==> src/rtl/crono_pkg.sv <==
// Shared stopwatch definitions: seven-segment patterns, default digit moduli
// and the segment decode helper used by every digit stage.
package crono_pkg;

   // Segment patterns ordered {A,B,C,D,E,F,G}, active-high.
   localparam logic [6:0] SEG_0     = 7'b1111110;
   localparam logic [6:0] SEG_1     = 7'b0110000;
   localparam logic [6:0] SEG_2     = 7'b1101101;
   localparam logic [6:0] SEG_3     = 7'b1111001;
   localparam logic [6:0] SEG_4     = 7'b0110011;
   localparam logic [6:0] SEG_5     = 7'b1011011;
   localparam logic [6:0] SEG_6     = 7'b1011111;
   localparam logic [6:0] SEG_7     = 7'b1110000;
   localparam logic [6:0] SEG_8     = 7'b1111111;
   localparam logic [6:0] SEG_9     = 7'b1111011;
   localparam logic [6:0] SEG_BLANK = 7'b0000000;

   // Default moduli for the tens-of-seconds and tens-of-minutes digits.
   localparam int SEC_TENS_MODULUS = 6;
   localparam int MIN_TENS_MODULUS = 6;

   // Action taken by a digit stage in a given cycle, in priority order.
   typedef enum logic [1:0] {
      ACT_HOLD = 2'd0,
      ACT_CLR  = 2'd1,
      ACT_LOAD = 2'd2,
      ACT_STEP = 2'd3
   } digit_act_e;

   // Decimal digit to segment pattern; anything above 9 blanks the display.
   function automatic logic [6:0] seg_decode(input logic [3:0] d);
      logic [6:0] seg;
      case (d)
         4'd0:    seg = SEG_0;
         4'd1:    seg = SEG_1;
         4'd2:    seg = SEG_2;
         4'd3:    seg = SEG_3;
         4'd4:    seg = SEG_4;
         4'd5:    seg = SEG_5;
         4'd6:    seg = SEG_6;
         4'd7:    seg = SEG_7;
         4'd8:    seg = SEG_8;
         4'd9:    seg = SEG_9;
         default: seg = SEG_BLANK;
      endcase
      return seg;
   endfunction

endpackage

==> src/rtl/sync_edge_det.sv <==
// Synchronises an asynchronous ripple carry and turns each rising edge into a
// single-cycle step. Edges are only honoured once the synchronised line has
// been seen low after reset, so a carry held high across reset release is
// never mistaken for a fresh edge.
module sync_edge_det
   import crono_pkg::*;
#(
   parameter int SYNC_STAGES = 2
) (
   input  logic clk_i,
   input  logic rst_ni,
   input  logic async_i,
   output logic step_o
);

   // Synchroniser chain, and a matching fill marker that tells us when the
   // chain output reflects a real sample rather than its reset value.
   logic [SYNC_STAGES-1:0] sync_q;
   logic [SYNC_STAGES-1:0] fill_q;
   logic                   hist_q;
   logic                   armed_q;
   logic                   armed_d;
   logic                   cin_s;

   assign cin_s = sync_q[SYNC_STAGES-1];

   // Arm on the first genuine low sample of the synchronised carry.
   always_comb begin
      armed_d = armed_q | (fill_q[SYNC_STAGES-1] & ~cin_s);
   end

   // Synchroniser, fill marker, edge history and arming flag.
   always_ff @(posedge clk_i or negedge rst_ni) begin
      if (!rst_ni) begin
         sync_q  <= '0;
         fill_q  <= '0;
         hist_q  <= 1'b0;
         armed_q <= 1'b0;
      end else begin
         sync_q  <= {sync_q[SYNC_STAGES-2:0], async_i};
         fill_q  <= {fill_q[SYNC_STAGES-2:0], 1'b1};
         hist_q  <= cin_s;
         armed_q <= armed_d;
      end
   end

   assign step_o = cin_s & ~hist_q & armed_q;

   if (SYNC_STAGES < 2) begin : g_bad_sync
      $error("sync_edge_det: SYNC_STAGES must be at least 2");
   end

endmodule

==> src/rtl/ten_min.sv <==
// Tens-of-minutes digit of the stopwatch: counts synchronised ripple-carry
// edges up or down modulo MODULUS, with clear, preset and pause, and drives
// its seven-segment display plus carry/borrow pulses for the hours stage.
module ten_min
   import crono_pkg::*;
#(
   parameter int MODULUS     = MIN_TENS_MODULUS,
   parameter int SYNC_STAGES = 2
) (
   input  logic       CLK,
   input  logic       RST_N,
   input  logic       CARRY_IN,
   input  logic       UP,
   input  logic       RUN,
   input  logic       CLR,
   input  logic       LOAD,
   input  logic [3:0] LD_VAL,
   output logic [3:0] DIGIT,
   output logic       SEG_A,
   output logic       SEG_B,
   output logic       SEG_C,
   output logic       SEG_D,
   output logic       SEG_E,
   output logic       SEG_F,
   output logic       SEG_G,
   output logic       CARRY_OUT,
   output logic       BORROW_OUT,
   output logic       ZERO
);

   localparam logic [3:0] MAX_VAL = 4'(MODULUS - 1);

   logic       step;
   digit_act_e act;
   logic [3:0] ld_clamped;
   logic [3:0] digit_q;
   logic [3:0] digit_d;
   logic       carry_q;
   logic       carry_d;
   logic       borrow_q;
   logic       borrow_d;

   sync_edge_det #(
      .SYNC_STAGES(SYNC_STAGES)
   ) u_sync_edge_det (
      .clk_i  (CLK),
      .rst_ni (RST_N),
      .async_i(CARRY_IN),
      .step_o (step)
   );

   // Out-of-range presets saturate to the top count.
   assign ld_clamped = (LD_VAL > MAX_VAL) ? MAX_VAL : LD_VAL;

   // Pick this cycle's action; a step coinciding with CLR/LOAD is dropped.
   always_comb begin
      act = ACT_HOLD;
      if (CLR) begin
         act = ACT_CLR;
      end else if (LOAD) begin
         act = ACT_LOAD;
      end else if (step && RUN) begin
         act = ACT_STEP;
      end
   end

   // Next digit value and wrap pulses; only a wrapping step raises a pulse.
   always_comb begin
      digit_d  = digit_q;
      carry_d  = 1'b0;
      borrow_d = 1'b0;
      case (act)
         ACT_CLR:  digit_d = 4'd0;
         ACT_LOAD: digit_d = ld_clamped;
         ACT_STEP: begin
            if (UP) begin
               if (digit_q >= MAX_VAL) begin
                  digit_d = 4'd0;
                  carry_d = 1'b1;
               end else begin
                  digit_d = digit_q + 4'd1;
               end
            end else begin
               if (digit_q == 4'd0) begin
                  digit_d  = MAX_VAL;
                  borrow_d = 1'b1;
               end else begin
                  digit_d = digit_q - 4'd1;
               end
            end
         end
         default: digit_d = digit_q;
      endcase
   end

   // Digit register and registered wrap pulses.
   always_ff @(posedge CLK or negedge RST_N) begin
      if (!RST_N) begin
         digit_q  <= 4'd0;
         carry_q  <= 1'b0;
         borrow_q <= 1'b0;
      end else begin
         digit_q  <= digit_d;
         carry_q  <= carry_d;
         borrow_q <= borrow_d;
      end
   end

   assign DIGIT      = digit_q;
   assign CARRY_OUT  = carry_q;
   assign BORROW_OUT = borrow_q;
   assign ZERO       = (digit_q == 4'd0);
   assign {SEG_A, SEG_B, SEG_C, SEG_D, SEG_E, SEG_F, SEG_G} = seg_decode(digit_q);

   if (MODULUS < 2 || MODULUS > 10) begin : g_bad_mod
      $error("ten_min: MODULUS must be in 2..10");
   end

endmodule

==> config.mk <==
export PLATFORM = sky130hd
export DESIGN_NAME = ten_min
export DESIGN_NICKNAME = d
export VERILOG_FILES = /design/src/rtl/crono_pkg.sv /design/src/rtl/sync_edge_det.sv /design/src/rtl/ten_min.sv
export SDC_FILE = /design/constraint.sdc
export NUM_CORES = 1
export LEC_CHECK = 0
export BUFFER_PORTS_ARGS = -buffer_cell sky130_fd_sc_hd__buf_4
export CAP_MARGIN = 20
export CORE_ASPECT_RATIO = 1.4
export CORE_MARGIN = 2
export CORE_UTILIZATION = 30
export DETAILED_ROUTE_END_ITERATION = 8
export PLACE_DENSITY_LB_ADDON = 0.05
export SETUP_SLACK_MARGIN = 0.4
export SLEW_MARGIN = 5
export SYNTH_ARGS = -nofsm -noshare
export SYNTH_HDL_FRONTEND = slang
export SYNTH_SLANG_ARGS = --single-unit
==> constraint.sdc <==
create_clock -name CLK -period 4.9 [get_ports CLK]
set_input_delay 0.735 -clock CLK [delete_from_list [all_inputs] [get_ports CLK]]
set_output_delay 0.735 -clock CLK [all_outputs]
set_load 0.01 [all_outputs]
# Yosys cells after proc, flatten, opt, wreduce, memory -nomap -nowiden
# Memory sizes are Yosys's and may differ from the RTL's.
# Cells that the tools add are included.
word_totals:
  reg_bits: 12
  romBits: 112
  inputBits: 11
  out_inout_bits: 14
  mem_count: 1
memory_table:
  columns: ["memory", "words", "width", "read_ports", "rd_clocked_by_memory_dff", "write_ports", "line", "source"]
  rows:
  - ["(no name shown)", 16, 7, 1, 0, 0, "crono_pkg.sv:33", "case (d)"]
op_classes:
  n_addsub: 2
  order_cmp: 2
  n_eq_ne: 3
  mux: 14
  n_bitwise: 6
  n_reduce_logical: 3
ops:
  columns: ["operator", "n"]
  rows:
  - ["two-way mux 4 bit", 4]
  - ["one-hot mux 4 bit (3 select lines)", 1]
  - ["two-way mux 1 bit", 6]
  - ["two-way mux 2 bit", 3]
  - ["adder 4 x 1 -> 4 bit (second input constant)", 1]
  - ["equality test 2 bit (second input constant)", 2]
  - ["greater-or-equal comparator 4 x 3 -> 1 bit (second input constant)", 1]
  - ["> comparator 4 x 3 -> 1 bit (second input constant)", 1]
  - ["logical NOT 4 bit", 1]
  - ["subtractor 4 x 1 -> 4 bit (second input constant)", 1]
  - ["AND 1 bit", 3]
  - ["nonzero test 3 bit", 1]
  - ["equality test 2 x 1 -> 1 bit (second input constant)", 1]
  - ["inverter 1 bit", 2]
  - ["logical AND 1 bit", 1]
  - ["bitwise OR 1 bit", 1]

# Depth between registers and ports, before layout
depth:
  depth_word: 9
  ltp_mapped: 6

# Cells and area by module
# A second synthesis with hierarchy kept.
unflattened:
  hier_cells: 87
  area_unflattened_um2: 762.0
by_module_without_submodules:
  columns: ["module", "n_inst", "cells_each", "area_per_inst_um2"]
  rows:
  - ["ten_min", 1, 76, 589.3]
  - ["sync_edge_det", 1, 11, 172.7]

# Least setup slack after synthesis
# No wires, ideal clock.
synth_path:
  kind: "register -> output"
  startpoint: "reg digit_q[1], in the netlist DIGIT[1]"
  endpoint: "out SEG_E"
  t_arrival_ns: 1.432
  required_time_ns: 4.165
  slack_ns: 2.733
  path_stages_with_launch: 5
  cell_sequence: "dfrtp_1 -> inv_1 -> ha_1 -> nor3b_2 -> a211o_2"
synth_between:
  elab_chain_cells: 1
synth_lines:
  columns: ["element", "line", "source"]
  rows:
  - ["start, declared", "ten_min.sv:36", "logic [3:0] digit_q;"]
  - ["start signal, assigned", "ten_min.sv:103", "digit_q <= digit_d;"]
  - ["memory (16 x 7 bit)", null, null]
  - ["end, declared", "ten_min.sv:23", "output logic SEG_E,"]
# Every way passes these cells.

# Worst setup path after layout
# Same ends and word-level chain as after synthesis.

==> metrics.cfg <==
[timing]
setup_tns_ns=0
finalHoldViolations=0
timing.final.crit_share=0.5369
fin_skew_ns=0.003673
rsz0062_at_grt=no
slew_violations=0
fmax_mhz=380.1
setup_viol=0
fin_crit_ns=2.631

[final_layout]
multiInputGateArea_sq_um=422.9
fillers=274
regArea_sq_um=300.3
finalNonFillerCells=141
nNetsFinal=127
fin_util=0.4099
drive_above_1_share=0.3084
finish.instance_area_sq_um=991.0
diodes=0
syn2layout_area_growth_pct=27.74

[logic_synthesis]
ys_seq_area_frac=0.3871
yosys_warnings=0
avgSynthCellArea_sq_um=9.346
synth.distinct_cells=31
syn_inst=83
syn_area_sq_um=775.7
synth_edf_count=0
synth.area.top_cells=dfrtp_1 (39%), ha_1 (11%), nor2_1 (4.4%)
syn_nets=101
synth_top_cell_area_share=0.3871
ys_ff_latch=12
synth_largest_area_cell=dfrtp_1
async_flop_share=1.000
synthFlopType=dfrtp_1

[placed_design]
gp_congestion=0.8678
dp.cells=138
portBuffers=24
placed_area_sq_um=968.4
hpwl_mm=1.440

[worst_setup_path]
crit_arrival_ns=1.90
cp-start-kind=flip-flop
endpoint=SEG_E
r2r_cells=6
worst_setup_path_end_kind=primary output
rr_startpoint=DIGIT[1]
crit_required_ns=4.16
critical_path.startpoint=DIGIT[1]
path_class=reg -> out
r2r_slack_ns=3.11
rr_endpoint=DIGIT[0]
crit_fanout=11

[clocking]
clockBufferDepth=2
clk_latency_ns=0.27
cts_setup_buffers=0
htreeDepth=1
cts_sinks=12
cts_hold_buf=0
cts_root_buffer=clkbuf_4
cts-buffers-inserted=3
cts-resized-gates=0
clk_pin_slew_ns=0.07
cts_tree=yes

[grt]
antenna_found_initial=0
grt_usage=0.1373
grt_pass1_wl_mm=3.015
grt_max_degree=14
grt_pass1_vias=694
overflow=0

[route]
wire_per_inst_um=12.18
first_iter_violations=19
drc_errors=0
viasPerCell=4.908
wirelength_mm=1.717
postRouteAntennaNets=0
drt_first_pass_iters=4
vias=692

[floorplanning]
core_sq_um=2417
dieArea_sq_um=3014
core.rowCount=21
dieHeight_um=64.17
num_io_pins=25
start_util=0.3209
dieWidth_um=46.98

[flow_run]
maxCapViolCount=0

[status]
status=finished, final reports clean

[pwr]
p_per_area_nw_per_um2=232.8
vdd_ir_drop_max_mv=0.1470
cellLeakagePower_nw=0.4624

[hold_path]
hp-class=in -> async

==> area by class of cell <==
cell class,instances,share of cell area
inverter,6,0.02273
timing repair buffer,24,0.1818
multi-input combinational,62,0.4268
tap,34,0.04293
sequential,12,0.3030
clock buffer,3,0.02273
==> Yosys cell counts (2+ instances only) <==
library cell	number
a21oi_1	5
buf_6	2
dfrtp_1	12
ha_1	7
inv_1	5
nand2_1	8
nand2b_1	2
nand3_1	2
nor2_1	9
nor3_1	2
o21ai_0	6
o221ai_1	2
o22ai_1	3
==> through the flow <==
step	power (W)	worst slack, ns	hold WS, ns
floorplan	0.0001458	2.733	0.3312
global placement	0.0001745	2.611	0.3319
detailed placement	0.0001748	2.557	0.3404
CTS	0.0002350	2.252	0.2872
global route	0.0002477	2.117	0.2867
finish	0.0002307	2.269	0.2851
==> worst max-delay path, cell delays in order, from the launching register on <==
cell and delay, ns:
dfrtp_1 0.56, inv_1 0.15, ha_1 0.26, nor3b_2 0.20, a211o_2 0.32, buf_4 0.14
==> layout by cell type (no fill, tap or decap), drive strengths merged <==
master,netlist,layout
a211o,1,1
a211oi,1,1
a21o,1,1
a21oi,5,5
a221o,1,1
a32o,1,1
and4b,1,1
buf,3,24
clkbuf,0,3
conb,1,1
dfrtp,12,12
ha,7,7
inv,6,6
mux2i,1,1
nand2,8,8
nand2b,3,3
nand3,2,2
nor2,9,9
nor2b,2,2
nor3,2,2
nor3b,1,1
o21ai,7,7
o221ai,3,3
o22ai,3,3
o2bb2ai,1,1
xnor2,1,1
==> cell families after synthesis <==
| group | synth area share |
|---|---|
| simple gates | 0.1903 |
| buf+inv | 0.06774 |
| xor+xnor | 0.01129 |
| fa+ha+maj | 0.1129 |
| flops | 0.3871 |
| compound gates | 0.2129 |
| other cells | 0.004834 |
| mux | 0.01290 |
==> metal layers <==
layer,global-route usage,vias to the layer above,wire length (um)
met5,0,-,0
met4,0.1250,0,69
met3,0.01130,8,103
met2,0.2003,28,840
met1,0.1684,317,703
li1,-,339,-
==> worst min-delay path by stage <==
| stage | start | end | slack, ns | depth (start not counted) |
|---|---|---|---|---|
| floorplan | u_sync_edge_det.fill_q[0] | u_sync_edge_det.fill_q[1] | 0.33 | 0 |
| global placement | u_sync_edge_det.fill_q[0] | u_sync_edge_det.fill_q[1] | 0.33 | 0 |
| detailed placement | u_sync_edge_det.sync_q[0] | u_sync_edge_det.sync_q[1] | 0.34 | 0 |
| CTS | RST_N | u_sync_edge_det.fill_q[0] | 0.29 | 1 |
| global route | RST_N | u_sync_edge_det.hist_q | 0.29 | 1 |
| finish | RST_N | u_sync_edge_det.hist_q | 0.29 | 1 |
==> power breakdown <==
part | total [W] | internal [W] | switching, W
combinational | 0.0000626 | 0.0000313 | 0.0000314
clock | 0.0000590 | 0.0000284 | 0.0000306
sequential | 0.000109 | 0.000103 | 0.00000623
total | 0.000231 | 0.000163 | 0.0000682
==> registers in the layout, summed over array words and instances, names as in the netlist <==
signal / flops
u_sync_edge_det.fill_q: 2
u_sync_edge_det.hist_q: 1
u_sync_edge_det.armed_q: 1
BORROW_OUT: 1
u_sync_edge_det.sync_q: 2
DIGIT: 4
CARRY_OUT: 1
(Power assumes the default switching activity.)
